===== config.mk =====
export PLATFORM = sky130hd
export DESIGN_NAME = cla_addsub_pipe
export DESIGN_NICKNAME = d
export VERILOG_FILES = /design/src/rtl/cla_addsub_pipe.sv
export SDC_FILE = /design/constraint.sdc
export NUM_CORES = 1
export LEC_CHECK = 0
export CORE_MARGIN = 2
export CORE_UTILIZATION = 40
export CTS_BUF_LIST = sky130_fd_sc_hd__clkbuf_8 sky130_fd_sc_hd__clkbuf_16
export DETAILED_ROUTE_END_ITERATION = 6
export PLACE_DENSITY = 0.68
export SETUP_SLACK_MARGIN = 0.3
export SKIP_LAST_GASP = 1
export SLEW_MARGIN = 20
export SYNTH_ARGS = -nofsm -noshare
export SYNTH_HDL_FRONTEND = slang
export SYNTH_SLANG_ARGS = --single-unit

===== constraint.sdc =====
create_clock -name clk -period 6.4 [get_ports clk]
set_input_delay 0.96 -clock clk [delete_from_list [all_inputs] [get_ports clk]]
set_output_delay 0.96 -clock clk [all_outputs]
set_load 0.1 [all_outputs]

===== src/rtl/cla_addsub_pipe.sv =====
// rtl/cla_addsub_pipe.sv - pipelined carry-lookahead adder/subtractor with valid/ready handshake
// Each stage adds one WIDTH/STAGES slice; upper operands skew forward and finished sums deskew alongside.
module cla_addsub_pipe #(
    parameter int WIDTH  = 32,
    parameter int STAGES = 2
) (
    input  logic             clk,
    input  logic             rst_n,
    input  logic             in_valid,
    output logic             in_ready,
    input  logic [WIDTH-1:0] a,
    input  logic [WIDTH-1:0] b,
    input  logic             sub,
    input  logic             cin,
    output logic             out_valid,
    input  logic             out_ready,
    output logic [WIDTH-1:0] s,
    output logic             cout,
    output logic             ovf,
    output logic             zero,
    output logic             neg
);
    localparam int SW = WIDTH / STAGES;
    localparam int NG = SW / 4;
    localparam int L  = STAGES - 1;

    // 4-bit CLA groups; the group P/G terms form the lookahead carry into the next group.
    function automatic logic [SW:0] cla_slice(input logic [SW-1:0] x, input logic [SW-1:0] y,
                                              input logic ci);
        logic [SW-1:0] sum;
        logic [3:0]    p;
        logic [3:0]    g;
        logic          c;
        logic          c1;
        logic          c2;
        logic          c3;
        logic          gp;
        logic          gg;
        c   = ci;
        sum = '0;
        for (int j = 0; j < NG; j++) begin
            p  = x[j*4 +: 4] ^ y[j*4 +: 4];
            g  = x[j*4 +: 4] & y[j*4 +: 4];
            c1 = g[0] | (p[0] & c);
            c2 = g[1] | (p[1] & g[0]) | (p[1] & p[0] & c);
            c3 = g[2] | (p[2] & g[1]) | (p[2] & p[1] & g[0]) | (p[2] & p[1] & p[0] & c);
            gp = &p;
            gg = g[3] | (p[3] & g[2]) | (p[3] & p[2] & g[1]) | (p[3] & p[2] & p[1] & g[0]);
            sum[j*4 +: 4] = p ^ {c3, c2, c1, c};
            c  = gg | (gp & c);
        end
        return {c, sum};
    endfunction

    logic [WIDTH-1:0]  a_q [STAGES];
    logic [WIDTH-1:0]  a_d [STAGES];
    logic [WIDTH-1:0]  b_q [STAGES];
    logic [WIDTH-1:0]  b_d [STAGES];
    logic [WIDTH-1:0]  s_q [STAGES];
    logic [WIDTH-1:0]  s_d [STAGES];
    logic [STAGES-1:0] c_q;
    logic [STAGES-1:0] c_d;
    logic [STAGES-1:0] v_q;
    logic [STAGES-1:0] v_d;
    logic [STAGES-1:0] en;
    logic              ovf_q;
    logic              ovf_d;
    logic              zero_q;
    logic              zero_d;
    logic              neg_q;
    logic              neg_d;

    logic [WIDTH-1:0]  src_a;
    logic [WIDTH-1:0]  src_b;
    logic [WIDTH-1:0]  src_s;
    logic              src_c;
    logic              src_v;
    logic [SW:0]       slice;
    int                km1;

    always_comb begin
        a_d    = a_q;
        b_d    = b_q;
        s_d    = s_q;
        c_d    = c_q;
        v_d    = v_q;
        ovf_d  = ovf_q;
        zero_d = zero_q;
        neg_d  = neg_q;
        src_a  = '0;
        src_b  = '0;
        src_s  = '0;
        src_c  = 1'b0;
        src_v  = 1'b0;
        slice  = '0;
        km1    = 0;

        // Load enables ripple back from the output so a full pipe still streams when drained.
        en    = '0;
        en[L] = !v_q[L] || out_ready;
        for (int k = L - 1; k >= 0; k--) begin
            en[k] = !v_q[k] || en[k+1];
        end

        for (int k = 0; k < STAGES; k++) begin
            km1 = (k == 0) ? 0 : k - 1;
            if (k == 0) begin
                src_a = a;
                src_b = sub ? ~b : b;
                src_s = '0;
                src_c = sub | cin;
                src_v = in_valid;
            end else begin
                src_a = a_q[km1];
                src_b = b_q[km1];
                src_s = s_q[km1];
                src_c = c_q[km1];
                src_v = v_q[km1];
            end
            slice = cla_slice(src_a[k*SW +: SW], src_b[k*SW +: SW], src_c);
            if (en[k]) begin
                v_d[k] = src_v;
                // Bubbles leave held data untouched.
                if (src_v) begin
                    a_d[k]            = src_a;
                    b_d[k]            = src_b;
                    s_d[k]            = src_s;
                    s_d[k][k*SW +: SW] = slice[SW-1:0];
                    c_d[k]            = slice[SW];
                end
            end
        end

        if (en[L] && v_d[L]) begin
            zero_d = (s_d[L] == '0);
            neg_d  = s_d[L][WIDTH-1];
            ovf_d  = (a_d[L][WIDTH-1] == b_d[L][WIDTH-1]) && (s_d[L][WIDTH-1] != a_d[L][WIDTH-1]);
        end
    end

    always_ff @(posedge clk or negedge rst_n) begin
        if (!rst_n) begin
            for (int k = 0; k < STAGES; k++) begin
                a_q[k] <= '0;
                b_q[k] <= '0;
                s_q[k] <= '0;
            end
            c_q    <= '0;
            v_q    <= '0;
            ovf_q  <= 1'b0;
            zero_q <= 1'b0;
            neg_q  <= 1'b0;
        end else begin
            for (int k = 0; k < STAGES; k++) begin
                a_q[k] <= a_d[k];
                b_q[k] <= b_d[k];
                s_q[k] <= s_d[k];
            end
            c_q    <= c_d;
            v_q    <= v_d;
            ovf_q  <= ovf_d;
            zero_q <= zero_d;
            neg_q  <= neg_d;
        end
    end

    assign in_ready  = en[0];
    assign out_valid = v_q[L];
    assign s         = s_q[L];
    assign cout      = c_q[L];
    assign ovf       = ovf_q;
    assign zero      = zero_q;
    assign neg       = neg_q;

endmodule

* Word level (Yosys, flattened, before mapping)
Cells that the tools add are included.
** Word-level totals
- Memories kept :: 0
- RAM bits :: 0
- Bits in latches :: 0
- Output and inout port bits :: 38
- ROM bits :: 0
- Logic and storage cells :: 268
- Flip-flop bits (word level) :: 183
- Input bits :: 70
** Cells by class
- Reductions and logical operators :: 17
- Bitwise operators :: 226
- Add/subtract/negate cells :: 0
- Multipliers :: 0
- Order comparisons :: 0
- Div/mod/pow operators :: 0
- Shift operators :: 0
- Eq/ne operators :: 2
- Multiplexer cells :: 8
** Operators with widths (count)
- 32-bit two-way mux :: 7
- 1-bit bitwise AND :: 120
- 1-bit OR :: 81
- 4-bit XOR :: 16
- 4-bit bitwise AND :: 8
- 32-bit zero test :: 1
- 32-bit inverter :: 1
- 4-bit AND reduction :: 8
- 2-bit AND reduction :: 2
- 1-bit logical AND :: 2
- 1-bit zero test :: 2
- 1-bit logical OR :: 2
- 1-bit == test :: 1
- 1-bit two-way mux :: 1
- 1-bit != test :: 1

* Depth between registers and ports, before layout
Gate-level depths: netlist of the first run.
- Depth in word-level cells :: 17
- Gate-level depth with buffers :: 14
- Depth with buffers taken out :: 14

* Worst setup path after synthesis of the first run
OpenSTA, ideal clock, no wires.
- Path type :: input-to-reg
- From :: in sub
- To :: reg s_q (netlist bit src_s[13])
- Setup slack :: 2.577 ns
- Required time :: 6.317 ns
- Stages on the path :: 12
- Data arrival time :: 3.740 ns
- Library setup time :: 0.083 ns
- Buffers on the path :: 2
- Path through :: clkbuf_1 > clkbuf_1 > xor2_1 > ha_1 > o211ai_1 > a211oi_1 > o221ai_2 > o221ai_1 > inv_1 > fa_1 > xor2_1 > o21ai_0
** Between the ends
- Longest elaborated chain between the ends :: 14
- Elaborated cells between the ends (all ways) :: 46
- Those cells by class :: mux (1); bitwise (42); reduce/logical (3)
** Ends and longest elaborated chain
- start, declared :: line 13 : input logic sub,
- 32-bit two-way mux :: line 109 : src_b = sub ? ~b : b;
- 4-bit XOR or 4-bit bitwise AND (tied branches) :: line 42, 43
- 1-bit bitwise AND :: line 48 : gg = g[3] | (p[3] & g[2]) | (p[3] & p[2] & g[1]) | (p[3] & p[2] & p[1] & g[0]);
- 1-bit OR or 1-bit bitwise AND (tied branches) (2 in a row) :: line 48
- 1-bit OR :: line 48
- 1-bit OR :: line 50 : c = gg | (gp & c);
- 1-bit bitwise AND :: line 50
- 1-bit OR :: line 50
- 1-bit bitwise AND :: line 50
- 1-bit OR :: line 50
- 1-bit bitwise AND :: line 44 : c1 = g[0] | (p[0] & c);
- 1-bit OR :: line 44
- 4-bit XOR * :: line 49 : sum[j*4 +: 4] = p ^ {c3, c2, c1, c};
- end signal, assigned by index :: line 157 : s_q[k] <= s_d[k];
- end, declared :: line 59 : logic [WIDTH-1:0] s_q [STAGES];
Mark *: on every way between the ends. The rest lies on a longest branch, timed or not.
A chain may end at the register's enable or synchronous reset.

* Final worst setup path of the first run
- From :: reg b_q (netlist bit src_b[21])
- To :: reg zero_q, in the netlist zero
** Between the ends
- Longest elaborated chain between the ends :: 13
- Elaborated cells between the ends (all ways) :: 43
- Those cells by class :: mux (2); bitwise (39); reduce/logical (2)
** Ends and longest elaborated chain
- start, declared :: line 57 : logic [WIDTH-1:0] b_q [STAGES];
- start signal, assigned by index :: line 156 : b_q[k] <= b_d[k];
- 4-bit bitwise AND or 4-bit XOR (tied branches) :: line 43, 42
- 1-bit bitwise AND :: line 48
- 1-bit OR or 1-bit bitwise AND (tied branches) :: line 48
- 1-bit OR :: line 48
- 1-bit OR :: line 50
- 1-bit bitwise AND :: line 50
- 1-bit OR :: line 50
- 1-bit bitwise AND (on tied branches) :: line 44, 45, 46
- 1-bit OR (on tied branches) :: line 44, 45, 46
- 4-bit XOR :: line 49
- 32-bit two-way mux * :: line 124 : if (src_v) begin
- 32-bit two-way mux * :: line 121 : if (en[k]) begin
- 32-bit zero test * :: line 135 : zero_d = (s_d[L] == '0);
- end signal, assigned :: line 162 : zero_q <= zero_d;
- end, declared :: line 68 : logic zero_q;
Marks and branches as above.

==> impl_metrics.csv, run 1 <==
group,metric,value,unit
status,run_status,"finished clean",
placement,final_gp_congestion,0.854,
timing,timing.setup.tns,0,ps
timing,min_period,4450,ps
worst_hold_path,holdPathEnd,"s[0]$_DFF_PN0_",
yosys,synth.yosys.warnings,0,
grt,grtUsageTotal,18.4,%
critical_path,worst_r2r_startpoint,"src_b[21]$_DFFE_PN0P_",
cells_and_area,final_cell_area,6620,um2
floorplanning,dieHeight,117,um
cells_and_area,count_of_nets_after_finishing,736,
cts,cts_buffer_depth,2,
worst_hold_path,min_delay_startpoint,"s[0]$_DFF_PN0_",
detailed_routing,antenna_viol_nets_final,0,
critical_path,critical_path_required,6660,ps
yosys,synth_cells,528,
yosys,ys_top_cells_by_area,"sky130_fd_sc_hd__dfrtp_1 (42%), sky130_fd_sc_hd__nand2_1 (8.0%), sky130_fd_sc_hd__ha_1 (7.8%)",
timing,slew_violations,0,
cts,numCtsBuffers,9,
cells_and_area,synthToLayoutAreaGrowth,29.2,%
critical_path,setup.worst_path.start_class,"flop",
critical_path,path_type_of_the_worst_setup_path,"reg2reg",
timing,rsz0062_at_grt,"no",
critical_path,regToRegSetupSlack,1950,ps
detailed_routing,viasPerCell,5.12,
critical_path,reg2regPathDepth,14,
floorplanning,floorplan.rows,41,
floorplanning,die_w,117,um
cts,clk_latency,340,ps
timing,final_setup_violation_count,0,
yosys,area_share_of_the_leading_cell_type_in_the_synthesized_netlist,42.5,%
cts,tritoncts,"done",
cells_and_area,final_cell_mix,"sky130_fd_sc_hd__nand2_1 (108), sky130_fd_sc_hd__clkdlybuf4s50_1 (105), sky130_fd_sc_hd__dfrtp_1 (87), sky130_fd_sc_hd__o21ai_0 (39), sky130_fd_sc_hd__ha_1 (32)",
critical_path,timing.critical_path.arrival,4700,ps
cts,clk_pin_slew,60,ps
yosys,dominantRegCellSynth,"sky130_fd_sc_hd__dfrtp_1",
detailed_routing,wl_per_cell,15.1,um
pwr,power.share.switching,48.0,%
yosys,postSynthRegisterBits,87,
yosys,synth-edff-count,0,
worst_hold_path,timing.hold.worst.class,"reg2reg",
yosys,synth.yosys.seq_area_share,42.5,%
cells_and_area,final_common_cell,"sky130_fd_sc_hd__nand2_1",
floorplanning,floorplan.initialDensity,40.8,%
yosys,syn_area_per_cell,9.71,um2
detailed_routing,drc,0,
timing,max_freq,225,MHz
placement,placed_cell_area,6300,um2
pwr,p_int,1.46,mW
pwr,power.net_switching,1.35,mW
grt,wire_length_of_the_first_global_routing_pass,19500,um
cells_and_area,antenna_cells_inserted,0,
cts,clk_root_buffer_cell,"sky130_fd_sc_hd__clkbuf_16",
critical_path,critical_path.endpoint_type,"flop",
cts,tritoncts_num_sinks,87,
yosys,synth_async_reset_ratio,100,%
run,cap_violations,0,
detailed_routing,drt-total-wl,12100,um
pwr,ir_worst_vdd,0.149,mV
placement,io_buffer_count,107,
cts,cts.repair.resized,0,
pwr,seq_power_share,29.0,%
detailed_routing,iteration_count_of_the_initial_detailed_routing_pass,5,
yosys,post_synth_instance_area,5130,um2
yosys,post_synth_num_cell_types,70,
floorplanning,design.portCount,108,
timing,timing.slew.headroom,32.5,%
timing,max_slew.worst_pin.slew,1010,ps
grt,globalRoute.totalOverflow,0,
yosys,synth_top_cell_by_area,"sky130_fd_sc_hd__dfrtp_1",
detailed_routing,initialDrtViolationCount,153,
yosys,syn_nets,638,
detailed_routing,routed-via-count,4110,
grt,antenna_found_initial,0,
cells_and_area,post_route_cells_drive_above_1_share,9.03,%
placement,dp_hpwl,9240,um
grt,first_global_vias,4035,
pwr,leakage,2.95,nW
pwr,clock_share_of_power,19.6,%
cts,cts_hold_repair.buffers,0,
grt,grt_max_degree,53,
pwr,combPwrFrac,51.4,%
critical_path,timing.rr.end,"zero$_DFFE_PN0P_",
floorplanning,fp.dieArea,13700,um2
pwr,power_density,425,nW/um2
cts,htreeDepth,3,
critical_path,critical_path_peak_fanout,5,
timing,fin_crit_sh,69.5,%
cells_and_area,num-fill-cells,1163,
timing,clock-skew-final,7.18,ps
cts,buffers_inserted_during_post_cts_setup_optimization,0,
floorplanning,area_inside_the_core_boundary,12600,um2
worst_hold_path,whs_path_depth,2,
timing,final_hold_viol_count,0,
## cells by family after synthesis
| logic type | Yosys count | share of synthesized area [%] |
|---|---|---|
| DFF | 87 | 42.5 |
| buffers and inverters | 46 | 4.10 |
| muxes | 16 | 3.51 |
| adders and majority gates | 40 | 10.9 |
| and+or+nand+nor | 179 | 15.7 |
| AOI/OAI and AO/OA | 113 | 15.2 |
| xor gates and xnor gates | 47 | 8.03 |
## critical path, stage by stage, from the launching register on
cell	delay, ps
sky130_fd_sc_hd__dfrtp_1	400
sky130_fd_sc_hd__ha_1	350
sky130_fd_sc_hd__nand4_1	130
sky130_fd_sc_hd__or3_1	380
sky130_fd_sc_hd__o22a_1	250
sky130_fd_sc_hd__nand2_1	90
sky130_fd_sc_hd__a21oi_1	80
sky130_fd_sc_hd__fa_1	530
sky130_fd_sc_hd__nor4bb_1	400
sky130_fd_sc_hd__nand4_1	210
sky130_fd_sc_hd__a2111oi_2	380
sky130_fd_sc_hd__nand4b_1	140
sky130_fd_sc_hd__a311oi_1	290
sky130_fd_sc_hd__or4b_1	530
sky130_fd_sc_hd__o31ai_2	190
## worst max path at each step
stage / startpoint / endpoint / slack [ps] / cells after the start
2_1_floorplan: sub / src_s[13]$_DFFE_PN0P_ / 2580 / 12
3_3_place_gp: src_a[16]$_DFFE_PN0P_ / zero$_DFFE_PN0P_ / 2040 / 12
3_5_place_dp: src_a[22]$_DFFE_PN0P_ / zero$_DFFE_PN0P_ / 2020 / 14
4_1_cts: src_a[22]$_DFFE_PN0P_ / zero$_DFFE_PN0P_ / 2000 / 14
5_1_grt: src_a[16]$_DFFE_PN0P_ / zero$_DFFE_PN0P_ / 1670 / 14
6_report: src_b[21]$_DFFE_PN0P_ / zero$_DFFE_PN0P_ / 1950 / 14
## layout make-up
class                           instances  area, um2  share of cell area (%)
Multi-Input combinational cell        395       2750                    41.5
Sequential cell                        87       2180                    32.9
Timing Repair Buffer                  109       1080                    16.3
Clock buffer                            9        225                    3.40
Tap cell                              172        215                    3.25
Inverter                               24       90.1                    1.36
Clock inverter                          7       88.8                    1.34
## sequential cells by signal, indices dropped and copies added, names as in the netlist
signal	count
src_s	16
ovf	1
src_b	16
zero	1
v_q	2
c_q	2
src_a	16
neg	1
s	32
## layer usage
metal | up-vias | GRT usage (%) | part of all wire (%)
met2 | 87 | 30.2 | 50
met5 | - | 0 | 0
met3 | 8 | 3.30 | 3.8
li1 | 2031 | - | -
met4 | 0 | 5.33 | 0.94
met1 | 1984 | 24.9 | 45
## cells in the mapped netlist (2+ instances only)
master,count
sky130_fd_sc_hd__a2111oi_0,2
sky130_fd_sc_hd__a211o_1,3
sky130_fd_sc_hd__a211oi_1,4
sky130_fd_sc_hd__a21boi_0,3
sky130_fd_sc_hd__a21o_1,8
sky130_fd_sc_hd__a21oi_1,16
sky130_fd_sc_hd__a311oi_1,2
sky130_fd_sc_hd__a31oi_1,2
sky130_fd_sc_hd__and2_1,2
sky130_fd_sc_hd__and2_2,3
sky130_fd_sc_hd__and3_1,3
sky130_fd_sc_hd__buf_1,4
sky130_fd_sc_hd__buf_6,2
sky130_fd_sc_hd__clkbuf_1,13
sky130_fd_sc_hd__dfrtp_1,87
sky130_fd_sc_hd__fa_1,8
sky130_fd_sc_hd__ha_1,32
sky130_fd_sc_hd__inv_1,23
sky130_fd_sc_hd__mux2_2,16
sky130_fd_sc_hd__nand2_1,109
sky130_fd_sc_hd__nand2b_1,5
sky130_fd_sc_hd__nand3_1,9
sky130_fd_sc_hd__nand4_1,5
sky130_fd_sc_hd__nor2_1,18
sky130_fd_sc_hd__nor3_1,6
sky130_fd_sc_hd__nor4_1,2
sky130_fd_sc_hd__o211ai_1,6
sky130_fd_sc_hd__o21a_1,3
sky130_fd_sc_hd__o21ai_0,39
sky130_fd_sc_hd__o21ai_1,2
sky130_fd_sc_hd__o31ai_2,2
sky130_fd_sc_hd__or3_1,6
sky130_fd_sc_hd__xnor2_1,21
sky130_fd_sc_hd__xor2_1,26
## power groups by stage
stage | clock network, mW | logic, mW | registers [mW]
2_1_floorplan | 0 | 0.459 | 1.42
3_3_place_gp | 0 | 1.42 | 0.820
3_5_place_dp | 0 | 1.45 | 0.825
4_1_cts | 0.568 | 1.45 | 0.816
5_1_grt | 0.592 | 1.54 | 0.834
6_report | 0.552 | 1.45 | 0.815
## stage by stage
stage / cells / setup slack (ps) / hold slack (ps) / utilization (%) / total power [mW]
floorplan: 528 / 2580 / 454 / - / 1.88
global placement: 787 / 2040 / 460 / 50.1 / 2.24
detailed placement: 787 / 2020 / 467 / 50.1 / 2.27
CTS: 803 / 2000 / 482 / 52.6 / 2.84
global route: 803 / 1670 / 506 / 52.7 / 2.96
finish: 803 / 1950 / 475 / 52.7 / 2.81
Note: power is estimated with default switching activity, not from simulation.
==> run 2, diff against run 1 <==
- PLACE_DENSITY: 0.68 -> 0.71
- clock period: 6.4 -> 3.6 ns (I/O delays scaled with it)
==> run 2 against run 1 <==
  * The flow now finishes with violations (negative setup slack)
  * First-iteration DRC count is 65% higher
  * Combinational power up 88%
  * Die area unchanged
  * Sequential cell count unchanged
  * Worst setup slack lost 2200 ps
  * Global-route usage grew 1.1 points
  * Final cell count is 3.1% higher
  * Wire length increased by 8.6%
  * Highest routed layer unchanged
  * Maximum frequency up 14%
  * Via count rose by 4.2%
==> impl_metrics.csv, run 2 (same netlist as run 1, synthesis figures left out) <==
group,metric,value,unit
cts,tritoncts_num_sinks,87,
placement,io_buffer_count,107,
critical_path,critical_path.endpoint_type,"flop",
floorplanning,die_w,117,um
detailed_routing,initialDrtViolationCount,252,
timing,final_hold_viol_count,0,
cts,numCtsBuffers,9,
detailed_routing,routed-via-count,4281,
floorplanning,design.portCount,108,
pwr,clock_share_of_power,19.3,%
run,cap_violations,0,
status,run_status,"finished with violations",
cts,clk_root_buffer_cell,"sky130_fd_sc_hd__clkbuf_16",
floorplanning,floorplan.initialDensity,40.8,%
floorplanning,area_inside_the_core_boundary,12600,um2
cts,cts_hold_repair.buffers,0,
cells_and_area,final_cell_area,6910,um2
timing,final_setup_violation_count,1,
detailed_routing,drt-total-wl,13200,um
placement,final_gp_congestion,0.829,
critical_path,worst_r2r_startpoint,"src_b[24]$_DFFE_PN0P_",
timing,max_freq,257,MHz
pwr,p_int,2.72,mW
cells_and_area,count_of_nets_after_finishing,761,
pwr,power.share.switching,47.6,%
critical_path,timing.rr.end,"zero$_DFFE_PN0P_",
cts,cts_buffer_depth,2,
grt,grt_max_degree,88,
detailed_routing,antenna_viol_nets_final,0,
cells_and_area,number_of_flip_flops_under_the_largest_register_name,32,
floorplanning,fp.dieArea,13700,um2
status,violations,"negative setup slack",
detailed_routing,drc,0,
cells_and_area,antenna_cells_inserted,0,
critical_path,critical_path_required,3850,ps
placement,dp_hpwl,9710,um
floorplanning,dieHeight,117,um
cts,htreeDepth,3,
timing,slew_violations,0,
timing,fin_crit_sh,108,%
detailed_routing,iteration_count_of_the_initial_detailed_routing_pass,4,
timing,max_slew.worst_pin.slew,1020,ps
cells_and_area,final_cell_mix,"sky130_fd_sc_hd__nand2_1 (108), sky130_fd_sc_hd__clkdlybuf4s50_1 (104), sky130_fd_sc_hd__dfrtp_1 (87), sky130_fd_sc_hd__o21ai_0 (38), sky130_fd_sc_hd__ha_1 (29)",
pwr,leakage,3.10,nW
timing,min_period,3890,ps
detailed_routing,wl_per_cell,15.9,um
critical_path,setup.worst_path.start_class,"flop",
cts,clk_latency,340,ps
timing,setup_slack,-293,ps
grt,first_global_vias,4317,
grt,grtUsageTotal,19.4,%
cts,tritoncts,"done",
placement,place_ws,-252,ps
critical_path,reg2regPathDepth,14,
timing,rsz0062_at_grt,"yes",
placement,post-place-cells,810,
cells_and_area,final_common_cell,"sky130_fd_sc_hd__nand2_1",
timing,clock-skew-final,6.50,ps
critical_path,regToRegSetupSlack,-290,ps
critical_path,timing.critical_path.arrival,4150,ps
worst_hold_path,timing.hold.worst.class,"in2async",
grt,antenna_found_initial,0,
critical_path,critical_path_peak_fanout,2,
grt,globalRoute.totalOverflow,0,
pwr,ir_worst_vdd,0.423,mV
cts,clk_pin_slew,60,ps
pwr,seq_power_share,28.0,%
timing,timing.slew.headroom,31.7,%
floorplanning,floorplan.rows,41,
critical_path,path_type_of_the_worst_setup_path,"reg2reg",
cells_and_area,synthToLayoutAreaGrowth,34.8,%
detailed_routing,viasPerCell,5.17,
cells_and_area,layoutNonFillerInstCount,828,
pwr,power.net_switching,2.47,mW
pwr,combPwrFrac,52.6,%
cells_and_area,post_route_cells_drive_above_1_share,13.6,%
grt,wire_length_of_the_first_global_routing_pass,20700,um
placement,placed_cell_area,6530,um2
pwr,power_density,752,nW/um2
[run 2: layout make-up]
cell class              count  area [um2]
inverters                  24        90.1
repair buffers            134        1280
clock inverters             6        85.1
flip-flops and latches     87        2180
well taps                 172         215
fillers                  1126        5660
multi-input cells         395        2820
clock buffers              10         239
[run 2: power groups by stage]
stage	clock network [mW]	registers [mW]	logic, mW
floorplan	0	2.53	0.830
global placement	0	1.45	2.63
detailed placement	0	1.47	2.67
CTS	1.02	1.46	2.73
global route	1.05	1.49	2.88
finish	1.01	1.46	2.73
[run 2: metrics by stage]
stage | hold WS, ps | util (%) | setup TNS, ps | power (mW)
after floorplan | 244 | - | 0 | 3.36
after global placement | 458 | 51.9 | -27.4 | 4.08
after detailed placement | 471 | 51.9 | -252 | 4.14
after CTS | 435 | 54.8 | -279 | 5.20
after global routing | 349 | 55.0 | -455 | 5.42
final | 260 | 55.0 | -293 | 5.20
[run 2: worst max-delay path by stage]
stage | start | endpoint | slack [ps] | depth (start not counted)
4_1_cts | src_a[16]$_DFFE_PN0P_ | zero$_DFFE_PN0P_ | -280 | 14
6_report | src_b[24]$_DFFE_PN0P_ | zero$_DFFE_PN0P_ | -290 | 14
3_3_place_gp | src_a[16]$_DFFE_PN0P_ | zero$_DFFE_PN0P_ | -30 | 12
3_5_place_dp | src_b[20]$_DFFE_PN0P_ | zero$_DFFE_PN0P_ | -250 | 14
2_1_floorplan | src_b[20]$_DFFE_PN0P_ | zero$_DFFE_PN0P_ | 110 | 14
5_1_grt | src_a[16]$_DFFE_PN0P_ | zero$_DFFE_PN0P_ | -460 | 14
[run 2: timing repair]
action                     4_1_cts  5_1_grt
buffers inserted                 2        0
resized for setup                4        2
setup endpoints to repair        1        3
pin swaps                        4        0
[run 2: critical path, cell delays in order, from the launching register on]
cell and delay [ps]:
sky130_fd_sc_hd__dfrtp_1 390, sky130_fd_sc_hd__ha_1 320, sky130_fd_sc_hd__o211ai_1 150, sky130_fd_sc_hd__or3_1 340
sky130_fd_sc_hd__o22a_1 190, sky130_fd_sc_hd__nand2_1 100, sky130_fd_sc_hd__a21oi_2 70, sky130_fd_sc_hd__fa_1 510
sky130_fd_sc_hd__nor4bb_4 210, sky130_fd_sc_hd__nand4_1 190, sky130_fd_sc_hd__a2111oi_4 270, sky130_fd_sc_hd__nand4b_1 180
sky130_fd_sc_hd__a311oi_1 220, sky130_fd_sc_hd__or4b_1 480, sky130_fd_sc_hd__o31ai_2 180
[run 2: per-layer routing]
metal  share of wire, %  up-vias  global-route usage (%)
li1                   -     2069                       -
met1                 43     2061                    24.7
met2                 49      133                    33.2
met3                6.2       18                    3.35
met4                1.5        0                    7.29
met5                  0        -                       0
==> run 3, diff against run 2 <==
- clock period: 3.6 -> 3.45 ns (I/O delays scaled with it)
==> run 3 against run 2 <==
  * Worst hold slack worse by 110 ps
  * Die area stayed put
  * Final cell count up 0.72%
  * Maximum frequency up 2.9%
  * The flow still finishes with violations (negative setup slack)
  * Critical endpoint unchanged
  * Design area is 1.0% higher
==> impl_metrics.csv, run 3 (same netlist as run 1, synthesis figures left out) <==
group,metric,value,unit
floorplanning,fp.dieArea,13700,um2
cells_and_area,count_of_nets_after_finishing,767,
pwr,ir_worst_vdd,0.447,mV
critical_path,regToRegSetupSlack,-340,ps
timing,fin_crit_sh,110,%
cells_and_area,synthToLayoutAreaGrowth,36.2,%
critical_path,path_type_of_the_worst_setup_path,"reg2reg",
critical_path,crit_path_cell_trace,"ha_1, nand4_1, or3_1, o22a_1, nand2_1, a21oi_2, fa_1, nor4bb_4, nand4_1, a2111oi_2, nand4b_1, a311oi_1, or4b_1, o31ai_2",
timing,max_slew.worst_pin.slew,1020,ps
floorplanning,die_w,117,um
cts,clk_latency,330,ps
critical_path,crit_path_top_delay_cell,"sky130_fd_sc_hd__fa_1",
critical_path,reg2regPathDepth,14,
critical_path,critical_path.endpoint_type,"flop",
detailed_routing,wl_per_cell,15.5,um
detailed_routing,viasPerCell,5.10,
floorplanning,design.portCount,108,
grt,grt_use_met1,25.6,%
floorplanning,area_inside_the_core_boundary,12600,um2
timing,max_freq,264,MHz
cts,cts_hold_repair.buffers,0,
grt,use_met2,33.1,%
critical_path,worst_r2r_startpoint,"src_a[20]$_DFFE_PN0P_",
critical_path,critical_path_peak_fanout,2,
pwr,power.share.switching,46.8,%
pwr,combPwrFrac,52.0,%
timing,rsz0062_at_grt,"yes",
cts,htreeDepth,3,
status,violations,"negative setup slack",
cells_and_area,final_cell_mix,"sky130_fd_sc_hd__nand2_1 (108), sky130_fd_sc_hd__clkdlybuf4s50_1 (104), sky130_fd_sc_hd__dfrtp_1 (86), sky130_fd_sc_hd__o21ai_0 (39), sky130_fd_sc_hd__buf_4 (34)",
grt,globalRoute.totalOverflow,0,
cells_and_area,number_of_flip_flops_under_the_largest_register_name,32,
pwr,power_density,785,nW/um2
cells_and_area,antenna_cells_inserted,0,
grt,first_global_vias,4321,
grt,wire_length_of_the_first_global_routing_pass,21000,um
grt,grtUsageTotal,19.7,%
cells_and_area,ff_latch_area,2180,um2
grt,grt_util_met3,4.33,%
timing,setup_slack,-335,ps
cells_and_area,num-fill-cells,1115,
placement,dp_hpwl,9910,um
pwr,seq_power_share,27.7,%
cts,clk_root_buffer_cell,"sky130_fd_sc_hd__clkbuf_16",
worst_hold_path,timing.hold.worst.class,"in2async",
cts,tritoncts,"done",
timing,timing.slew.headroom,31.8,%
placement,post-place-cells,818,
pwr,power.net_switching,2.56,mW
grt,antenna_found_initial,0,
critical_path,setup.worst_path.start_class,"flop",
cells_and_area,area_taken_by_multi_input_logic_gates,2830,um2
floorplanning,dieHeight,117,um
detailed_routing,routed-via-count,4257,
detailed_routing,initialDrtViolationCount,282,
detailed_routing,iteration_count_of_the_initial_detailed_routing_pass,4,
grt,grt_max_degree,43,
cts,cts_buffer_depth,2,
pwr,leakage,3.13,nW
timing,min_period,3790,ps
status,run_status,"finished with violations",
detailed_routing,antenna_viol_nets_final,0,
timing,slew_violations,0,
timing,clock-skew-final,4.53,ps
critical_path,critical_path_required,3700,ps
cts,clk_pin_slew,60,ps
placement,io_buffer_count,107,
pwr,clock_share_of_power,20.3,%
cells_and_area,layoutNonFillerInstCount,834,
detailed_routing,drt-total-wl,12900,um
timing,final_setup_violation_count,1,
floorplanning,floorplan.rows,41,
pwr,p_int,2.92,mW
placement,final_gp_congestion,0.855,
cells_and_area,post_route_cells_drive_above_1_share,14.8,%
detailed_routing,drc,0,
timing,final_hold_viol_count,0,
critical_path,critical_path.max_stage_delay,520,ps
floorplanning,floorplan.initialDensity,40.8,%
run,cap_violations,0,
timing,timing.setup.tns,-335,ps
critical_path,timing.rr.end,"zero$_DFFE_PN0P_",
grt,grt_busiest_layer,"met2",
cells_and_area,layout.core_utilization,55.5,%
cells_and_area,final_common_cell,"sky130_fd_sc_hd__nand2_1",
critical_path,cpMostUsedCell,"sky130_fd_sc_hd__nand4_1",
cts,tritoncts_num_sinks,87,
critical_path,timing.critical_path.arrival,4030,ps
cts,numCtsBuffers,9,
==> run 3: cell count changes in the layout (fill, tap and decap cells not counted), sizes merged <==
cell      previous run  this run
clkinv               2         0
clkinvlp             1         2
buf                 30        36
bufinv               2         3
==> run 3: worst max-delay path: cells and delay by family (launching register included) <==
| family | cells | cell delay [ps] |
|---|---|---|
| AND/OR/NAND/NOR | 7 | 1570 |
| AO/OA/AOI/OAI | 5 | 900 |
| adder cells (fa/ha/maj) | 2 | 820 |
| flip-flops | 1 | 390 |
==> run 3: cell type report <==
class | count | area share, %
multi-input combinational | 395 | 40.5
sequential | 87 | 31.2
timing repair buffer | 140 | 18.9
clock buffer | 10 | 3.42
tap | 172 | 3.08
clock inverter | 6 | 1.56
inverter | 24 | 1.29
==> run 3: per-stage QoR <==
step           worst slack (ps)  total power, mW  hold slack [ps]  instance area (um2)
2_1_floorplan             -36.8             3.51              222                 5170
5_1_grt                    -580             5.75              190                 6980
3_5_place_dp               -376             4.33              468                 6590
3_3_place_gp               -181             4.28              459                 6590
6_report                   -335             5.48              151                 6980
4_1_cts                    -359             5.49              163                 6960
==> run 3: how the worst max path moves through the flow <==
stage                                from                to  slack [ps]
global placement    src_a[16]$_DFFE_PN0P_  zero$_DFFE_PN0P_        -180
CTS                 src_a[16]$_DFFE_PN0P_  zero$_DFFE_PN0P_        -360
finish              src_a[20]$_DFFE_PN0P_  zero$_DFFE_PN0P_        -340
detailed placement  src_a[20]$_DFFE_PN0P_  zero$_DFFE_PN0P_        -380
floorplan           src_b[20]$_DFFE_PN0P_  zero$_DFFE_PN0P_         -40
global route        src_a[20]$_DFFE_PN0P_  zero$_DFFE_PN0P_        -580
==> run 3: what timing repair did <==
action / CTS / global route
endpoints found under the setup margin: 2 / 5
gates resized for setup: 4 / 3
pin swaps: 3 / 0
buffers inserted: 0 / 0
==> run 3: power groups by stage <==
stage,registers (mW),clock network (mW),logic (mW)
6_report,1.52,1.11,2.85
2_1_floorplan,2.64,0,0.866
3_3_place_gp,1.52,0,2.76
4_1_cts,1.52,1.13,2.84
5_1_grt,1.55,1.18,3.02
3_5_place_dp,1.53,0,2.80
==> run 3: per-layer routing <==
| metal | part of all wire (%) | vias up |
|---|---|---|
| met2 | 49 | 133 |
| met1 | 44 | 2023 |
| met3 | 6.1 | 15 |
| li1 | - | 2086 |
| met5 | 0 | - |
| met4 | 1.1 | 0 |
